<file path="config.mk">
export PLATFORM = sky130hd
export DESIGN_NAME = regfile_wr_arbiter
export DESIGN_NICKNAME = d
export VERILOG_FILES = /design/src/rtl/rfarb_pkg.sv /design/src/rtl/rr_pick.sv /design/src/rtl/regfile_wr_arbiter.sv
export SDC_FILE = /design/constraint.sdc
export NUM_CORES = 1
export LEC_CHECK = 0
export ABC_AREA = 1
export CAP_MARGIN = 20
export CORE_UTILIZATION = 35
export CTS_BUF_LIST = sky130_fd_sc_hd__clkbuf_16
export CTS_CLUSTER_SIZE = 16
export DETAILED_ROUTE_END_ITERATION = 8
export PLACE_DENSITY = 0.69
export SLEW_MARGIN = 10
export SYNTH_ARGS = -nofsm -noshare
export SYNTH_HDL_FRONTEND = slang
export SYNTH_SLANG_ARGS = --single-unit
</file>
<file path="constraint.sdc">
create_clock -name clk -period 5.6 [get_ports clk]
set_input_delay 1.68 -clock clk [delete_from_list [all_inputs] [get_ports clk]]
set_output_delay 1.68 -clock clk [all_outputs]
set_load 0.01 [all_outputs]
</file>
<file path="src/rtl/rfarb_pkg.sv">
// Shared types and constants for the register-file write-port arbiter.
// The optional macro RFARB_R0_DISCARD_EN is handled in regfile_wr_arbiter.sv.
package rfarb_pkg;

    localparam int REG_ADDR_W = 4;
    localparam int REG_DATA_W = 8;

    typedef enum logic {
        ST_IDLE,
        ST_LOCKED
    } rfarb_state_t;

    typedef struct packed {
        logic [REG_ADDR_W-1:0] addr;
        logic [REG_DATA_W-1:0] data;
    } rf_wr_t;

endpackage

</file>
<file path="src/rtl/rr_pick.sv">
// Combinational round-robin picker: finds the first asserted request
// starting at ptr and wrapping at NumReq, returning a one-hot grant and
// the index of the winner.
module rr_pick #(
    parameter int NumReq   = 3,
    parameter int SrcWidth = $clog2(NumReq)
) (
    input  logic [NumReq-1:0]   req,
    input  logic [SrcWidth-1:0] ptr,
    output logic [NumReq-1:0]   grant,
    output logic [SrcWidth-1:0] winner
);

    // Scan from ptr upward with wraparound; the first hit wins.
    always_comb begin
        int  idx;
        logic found;
        grant  = '0;
        winner = '0;
        found  = 1'b0;
        idx    = 0;
        for (int k = 0; k < NumReq; k++) begin
            idx = (int'(ptr) + k) % NumReq;
            if (!found && req[idx]) begin
                found       = 1'b1;
                grant[idx]  = 1'b1;
                winner      = SrcWidth'(idx);
            end
        end
    end

endmodule

</file>
<file path="src/rtl/regfile_wr_arbiter.sv">
// Round-robin arbiter sharing the register-file write port among NumReq
// writeback requesters, with a lock mode for back-to-back sequences.
// Optional macro RFARB_R0_DISCARD_EN: accepted writes to r0 do not raise wr_en.
module regfile_wr_arbiter
    import rfarb_pkg::*;
#(
    parameter int NumReq     = 3,
    parameter int NumRegs    = 16,
    parameter int IndexWidth = $clog2(NumRegs),
    parameter int DataWidth  = REG_DATA_W,
    parameter int SrcWidth   = $clog2(NumReq)
) (
    input  logic                                clk,
    input  logic                                rst_n,
    input  logic [NumReq-1:0]                   req_valid,
    input  logic [NumReq-1:0]                   req_lock,
    input  logic [NumReq-1:0][IndexWidth-1:0]   req_addr,
    input  logic [NumReq-1:0][DataWidth-1:0]    req_data,
    output logic [NumReq-1:0]                   req_ready,
    input  logic                                hold,
    output logic                                wr_en,
    output logic [IndexWidth-1:0]               writeAddr,
    output logic [DataWidth-1:0]                writeData,
    output logic [SrcWidth-1:0]                 wr_src,
    output logic                                locked
);

    rfarb_state_t        state, next_state;
    logic [SrcWidth-1:0] ptr, next_ptr;
    logic [SrcWidth-1:0] owner, next_owner;
    logic [NumReq-1:0]   eligible;
    logic [NumReq-1:0]   grant;
    logic [SrcWidth-1:0] winner;
    logic                transfer;
    logic                wr_fire;

    function automatic logic [SrcWidth-1:0] wrap_inc(input logic [SrcWidth-1:0] i);
        return (i == SrcWidth'(NumReq - 1)) ? '0 : i + 1'b1;
    endfunction

    // While locked only the owner may compete; otherwise everyone may.
    always_comb begin
        eligible = req_valid;
        if (state == ST_LOCKED) begin
            eligible = req_valid & (NumReq'(1) << owner);
        end
    end

    rr_pick #(
        .NumReq   (NumReq),
        .SrcWidth (SrcWidth)
    ) u_pick (
        .req    (eligible),
        .ptr    (ptr),
        .grant  (grant),
        .winner (winner)
    );

    assign transfer = |(req_valid & req_ready);
    assign locked   = (state == ST_LOCKED);

    // State, pointer and owner registers.
    always_ff @(posedge clk or negedge rst_n) begin
        if (!rst_n) begin
            state <= ST_IDLE;
            ptr   <= '0;
            owner <= '0;
        end else begin
            state <= next_state;
            ptr   <= next_ptr;
            owner <= next_owner;
        end
    end

    // Next-state logic: lock entry/exit and round-robin pointer advance.
    always_comb begin
        next_state = state;
        next_ptr   = ptr;
        next_owner = owner;
        if (!hold) begin
            unique case (state)
                ST_IDLE: begin
                    if (transfer) begin
                        if (req_lock[winner]) begin
                            next_state = ST_LOCKED;
                            next_owner = winner;
                        end else begin
                            next_ptr = wrap_inc(winner);
                        end
                    end
                end
                ST_LOCKED: begin
                    if (!req_valid[owner] || !req_lock[owner]) begin
                        next_state = ST_IDLE;
                        next_ptr   = wrap_inc(owner);
                    end
                end
                default: next_state = ST_IDLE;
            endcase
        end
    end

    // Grant outputs: nothing is granted under hold or reset.
    always_comb begin
        req_ready = '0;
        if (!hold && rst_n) begin
            req_ready = grant;
        end
    end

`ifdef RFARB_R0_DISCARD_EN
    assign wr_fire = (req_addr[winner] != '0);
`else
    assign wr_fire = 1'b1;
`endif

    // Registered write port: one cycle after each accepted transfer.
    always_ff @(posedge clk or negedge rst_n) begin
        if (!rst_n) begin
            wr_en     <= 1'b0;
            writeAddr <= '0;
            writeData <= '0;
            wr_src    <= '0;
        end else if (transfer) begin
            wr_en     <= wr_fire;
            writeAddr <= req_addr[winner];
            writeData <= req_data[winner];
            wr_src    <= winner;
        end else begin
            wr_en     <= 1'b0;
        end
    end

endmodule

</file>
Word-level counts from Yosys, hierarchy flattened
Index checks and enable logic that the tools add are counted.

cells by class
  $add $sub $neg = 4
  divide/modulo/power cells = 3
  $lt $le $gt $ge = 8
  equality and inequality tests = 5
  shift-type cells = 1
  muxes and demuxes = 46
  bitwise gates (word level) = 6
  reduce and logical (&&, ||, !) cells = 15

operators by type and width
  cell                                                                                  number
  32-bit by 1-bit greater-or-equal comparator with 1-bit output, second input constant  3
  32-bit by 4-bit less-than comparator with 1-bit output, second input constant         3
  32-bit by 3-bit modulo with 32-bit output, second input constant                      2
  3-bit by 3-bit modulo with 32-bit output, second input constant                       1
  1-bit 2-to-1 mux                                                                      18
  8-bit binary-select mux with 2-bit select                                             1
  2-bit 2-to-1 mux                                                                      8
  3-bit 2-to-1 mux                                                                      5
  1-bit binary-select mux with 2-bit select                                             6
  4-bit binary-select mux with 2-bit select                                             1
  8-bit 2-to-1 mux                                                                      1
  4-bit AND reduction                                                                   2
  3-bit AND                                                                             2
  1-bit demux with 2-bit select                                                         3
  1-bit logical AND                                                                     6
  2-bit by 3-bit less-than comparator with 1-bit output, second input constant          2
  3-bit OR                                                                              2
  1-bit zero test                                                                       5
  2-bit by 1-bit adder with 2-bit output, second input constant                         2
  2-bit equality test, second input constant                                            2
  4-bit 2-to-1 mux                                                                      1
  2-bit inequality test, second input constant                                          2
  2-bit one-hot mux with 2 select lines                                                 1
  2-bit by 1-bit adder with 3-bit output, second input constant                         1
  7 further kinds                                                                       8

word-level totals
  flip-flop bits (word level) = 20
  input bits = 45
  output and inout port bits = 19
  word-level logic and storage cells = 95

Depth between registers and ports, before layout
  depth in word-level cells = 18
  mapped depth = 17
  depth with buffers taken out = 17

Modules after synthesis
Synthesis repeated with hierarchy kept, for this count alone.

second synthesis, totals
  cells, all modules = 219
  area, all modules = 1,557.7 µm²

modules (own cells, without submodules)
  module              instances  cells each  area each (µm²)  seq. area each (µm²)
  regfile_wr_arbiter  1          157         1,241.2          500.5
  rr_pick             1          62          316.6            0.0

Worst setup path before layout
Ideal clock, no wire load.

  path type = input-to-output
  start = in req_valid[2]
  end = out req_ready[1]
  data arrival time = 2,527 ps
  required time = 3,920 ps
  slack = 1,393 ps
  stages = 7
  buffers on the path = 0
  cell sequence = a21boi_2 nand3_1 nand2_4 nand2_1 nand2_1 nand2_4 a21oi_1

between the ends
  word-level cells in the longest chain between the ends = 13

ends and longest elaborated chain
  item                                                 line                       source
  from (decl)                                          regfile_wr_arbiter.sv:15   input logic [NumReq-1:0] req_valid,
  3-bit AND                                            regfile_wr_arbiter.sv:45   eligible = req_valid & (NumReq'(1) << owner);
  3-bit 2-to-1 mux *                                   regfile_wr_arbiter.sv:44   if (state == ST_LOCKED) begin
  1-bit binary-select mux with 2-bit select            rr_pick.sv:24              if (!found && req[idx]) begin
  1-bit 2-to-1 mux (not written as such) (2 in a row)  rr_pick.sv:24
  1-bit 2-to-1 mux                                     rr_pick.sv:24
  1-bit zero test                                      rr_pick.sv:24
  1-bit logical AND                                    rr_pick.sv:24
  1-bit 2-to-1 mux                                     rr_pick.sv:24
  1-bit zero test                                      rr_pick.sv:24
  1-bit logical AND                                    rr_pick.sv:24
  3-bit 2-to-1 mux *                                   rr_pick.sv:24
  3-bit 2-to-1 mux *                                   regfile_wr_arbiter.sv:106  if (!hold && rst_n) begin
  to (decl)                                            regfile_wr_arbiter.sv:19   output logic [NumReq-1:0] req_ready,

Every way passes the cells marked *; elsewhere a longest branch is shown, timed or not. The select of a mux whose other input is x is not followed.

Worst setup path in the final report
Same ends and word-level chain as after synthesis.

==> results.md <==
* HPWL after detailed placement at 3400 um
* Max IR drop VDD at 0.000244 V
* Worst-path clk slew at 60 ps
* Fin crit share at 95.1%
* Post-layout minimum cycle time at 5330 ps
* Net Sw Frac at 50.3%
* Pin count of the biggest net entering global routing at 21
* Grt ovf at 0
* R2R Path End: ptr[0]
* Initial antenna violation count at 0
* ANT cells at 0
* Crit-path max FO at 7
* Logic gate share of total power at 69.8%
* Fillers at 454
* Via count at 1680
* Most frequent cells in the layout: nand2_1 (78), clkdlybuf4s50_1 (63), nand3_1 (24)
* Synth Cell Area at 0.00166 mm2
* Syn Nets at 278
* Die Width at 70.9 um
* Setup slack after layout at 274 ps
* Hold Path Depth at 2
* CTS tree: yes
* Gr usage total at 18.1%
* Worst setup EP type: output pin
* Worst-case reg-to-reg path depth at 14
* Class of the worst hold path: flop to flop
* Share of the synthesized area in the top cell type at 30.1%
* Data required time of the worst path at 3920 ps
* Crit-path cells: clkdlybuf4s50_1 > a21boi_2 > nand3_1 > nand2_4 > nand2_1 > nand2_1 > nand2_4 > a21oi_1 > clkdlybuf4s50_1
* Setup Skew at 2.98 ps
* # H-tree levels at 1
* Routed WL per cell at 13.1 um
* Yosys cell types at 32
* Area leader, netlist: dfrtp_1
* Die height at 70.9 um
* Die ar. at 0.00503 mm2
* Area of the multi-input gates at 0.00102 mm2
* Initial drt markers at 92
* Yosys warning count at 0
* First-pass detailed-route iteration total at 6
* Final hold violations at 0
* Sw Pwr at 0.000751 W
* Worst r2r src: ptr[0]
* Worst R2R Setup Slack at 2900 ps
* Relative slew slack at 77.1%
* Area contributors post-synth: dfrtp_1 (30%), nand2_1 (18%), nand3_1 (7.2%), inv_1 (4.3%), o21ai_2 (4.2%)
* Sequential share of the synthesized area at 30.1%
* Static Leak at 1.12 nW
* GPL Wtd Cong at 0.876
* First-pass GRT wire length at 7270 um
* IO buf count at 63
* Initial Utilization at 37.2%
* Final net count at 340
* Residual DRC at 0
* Setup CP Type: input pin to output pin
* Clock latency on the worst-skew pair at 250 ps
* Postcts setup bufs at 0
* Clock network fraction of total power at 13.1%
* Num ports at 64
* Leading cell type in the layout, fill and taps excluded: nand2_1
* Core Area at 0.00447 mm2
* Final setup fails at 0
* Layout cells sized above 1 at 14.5%
* Slowest stage delay, CP at 550 ps
* Row count at 24
* # resized after CTS at 0
* Max-cap violations at 0
* Status: complete, no violations
* Clock sink count at 20
* Flip-flop and latch count after synthesis at 20
* RSZ-0062 raised after global routing: no
* HP Start: wr_src[0]
* Worst-margin pin slew at 342 ps
* Slowest cell on crit path: clkdlybuf4s50_1
* Layout Area Growth over Synthesis at 44.8%
* Power Internal at 0.000743 W
* Syn_area_per_cell at 7.26 um2
* Clock Tree Buf Depth at 2
* Reg area at 500 um2
* Crit path launch type: input pin
* Max-slew violation count at 0
* PwrDens at 620 mW/mm2
* Fmax at 188 MHz
* End of the worst hold path: wr_src[0]
* Post-synthesis cell count at 229
* Total CTS buffers at 3
* CTS hold repair buffers at 0
* Antenna Nets Post-Route at 0
* Routed WL at 4480 um
* Vias in the first global route at 1576
* Final setup TNS at 0 ps
* CTS Root Cell: clkbuf_16
* Pre-CTS WS at 274 ps
* WHS at 479 ps
* Sequential Power Share at 17.1%
* CP Data Arrival Time at 3650 ps
* Post-DR vias/cell at 4.91
layout make-up:
class	instances	share of cell area, %
inverters	20	3.22
clock buffers	3	3.12
repair buffers	64	26.5
clock inverters	1	1.25
multi-input cells	182	42.4
flip-flops and latches	20	20.8
well taps	52	2.70
how the worst max path moves through the flow:
stage               slack [ps]          from            to  cells after the start
floorplan                 1390  req_valid[2]  req_ready[1]                      7
global placement           310  req_valid[2]  req_ready[1]                      9
detailed placement         270  req_valid[2]  req_ready[1]                      9
CTS                        270  req_valid[2]  req_ready[1]                      9
global route               120  req_valid[2]  req_ready[2]                      9
finish                     270  req_valid[2]  req_ready[1]                      9
routing by layer:
metal	part of all wire [%]	vias up	GRT usage (%)	wire (um)
met5	0	-	0	0
met4	1.7	0	4.22	75
met3	4.9	6	3.42	218
li1	-	880	-	-
met2	49	52	30.0	2170
met1	45	742	24.4	2010
kinds of logic (layout without fill, tap and decap cells):
| kind of cell | count (synthesis) | in the layout | synth area share, % |
|---|---|---|---|
| buffers and inverters | 27 | 88 | 8.50 |
| flip-flops | 20 | 20 | 30.1 |
| AO/OA/AOI/OAI | 36 | 36 | 14.7 |
| adder cells (fa/ha/maj) | 4 | 4 | 3.01 |
| AND/OR/NAND/NOR | 142 | 142 | 43.6 |
sequential cells by signal, indices dropped and copies added, names as in the netlist:
signal,cells
locked,1
owner,2
ptr,2
wr_en,1
wr_src,2
writeAddr,4
writeData,8
Yosys cell counts (all sizes together):
library cell	number
buf	6
nor2	14
inv	20
a21boi	3
a22oi	4
clkbuf	1
dfrtp	20
nand3b	1
a21oi	11
o21ai	12
nand3	30
ha	4
nand4	6
nor3	1
nand2	90
o22ai	2
a31oi	4
power by group through the flow:
stage / combinational (W) / sequential, W / clock, W
after floorplan: 0.000761 / 0.000276 / 0
after global placement: 0.00104 / 0.000255 / 0
after detailed placement: 0.00104 / 0.000257 / 0
after CTS: 0.00105 / 0.000256 / 0.000199
after global routing: 0.00116 / 0.000265 / 0.000206
final: 0.00104 / 0.000256 / 0.000195
worst max-delay path, delay by kind of cell:
kind / cells / cell delay [ps]
AO/OA/AOI/OAI: 2 / 350
buffers and inverters: 2 / 1080
AND/OR/NAND/NOR: 5 / 540
metrics by stage:
stage	power, W	cells	util (%)	area (um2)
detailed placement	0.00130	338	51.5	2300
finish	0.00149	342	53.8	2410
global route	0.00164	342	53.8	2410
CTS	0.00150	342	53.8	2410
global placement	0.00130	338	51.5	2300
floorplan	0.00104	229	-	1660
Note: power is estimated with default switching activity, not from simulation.
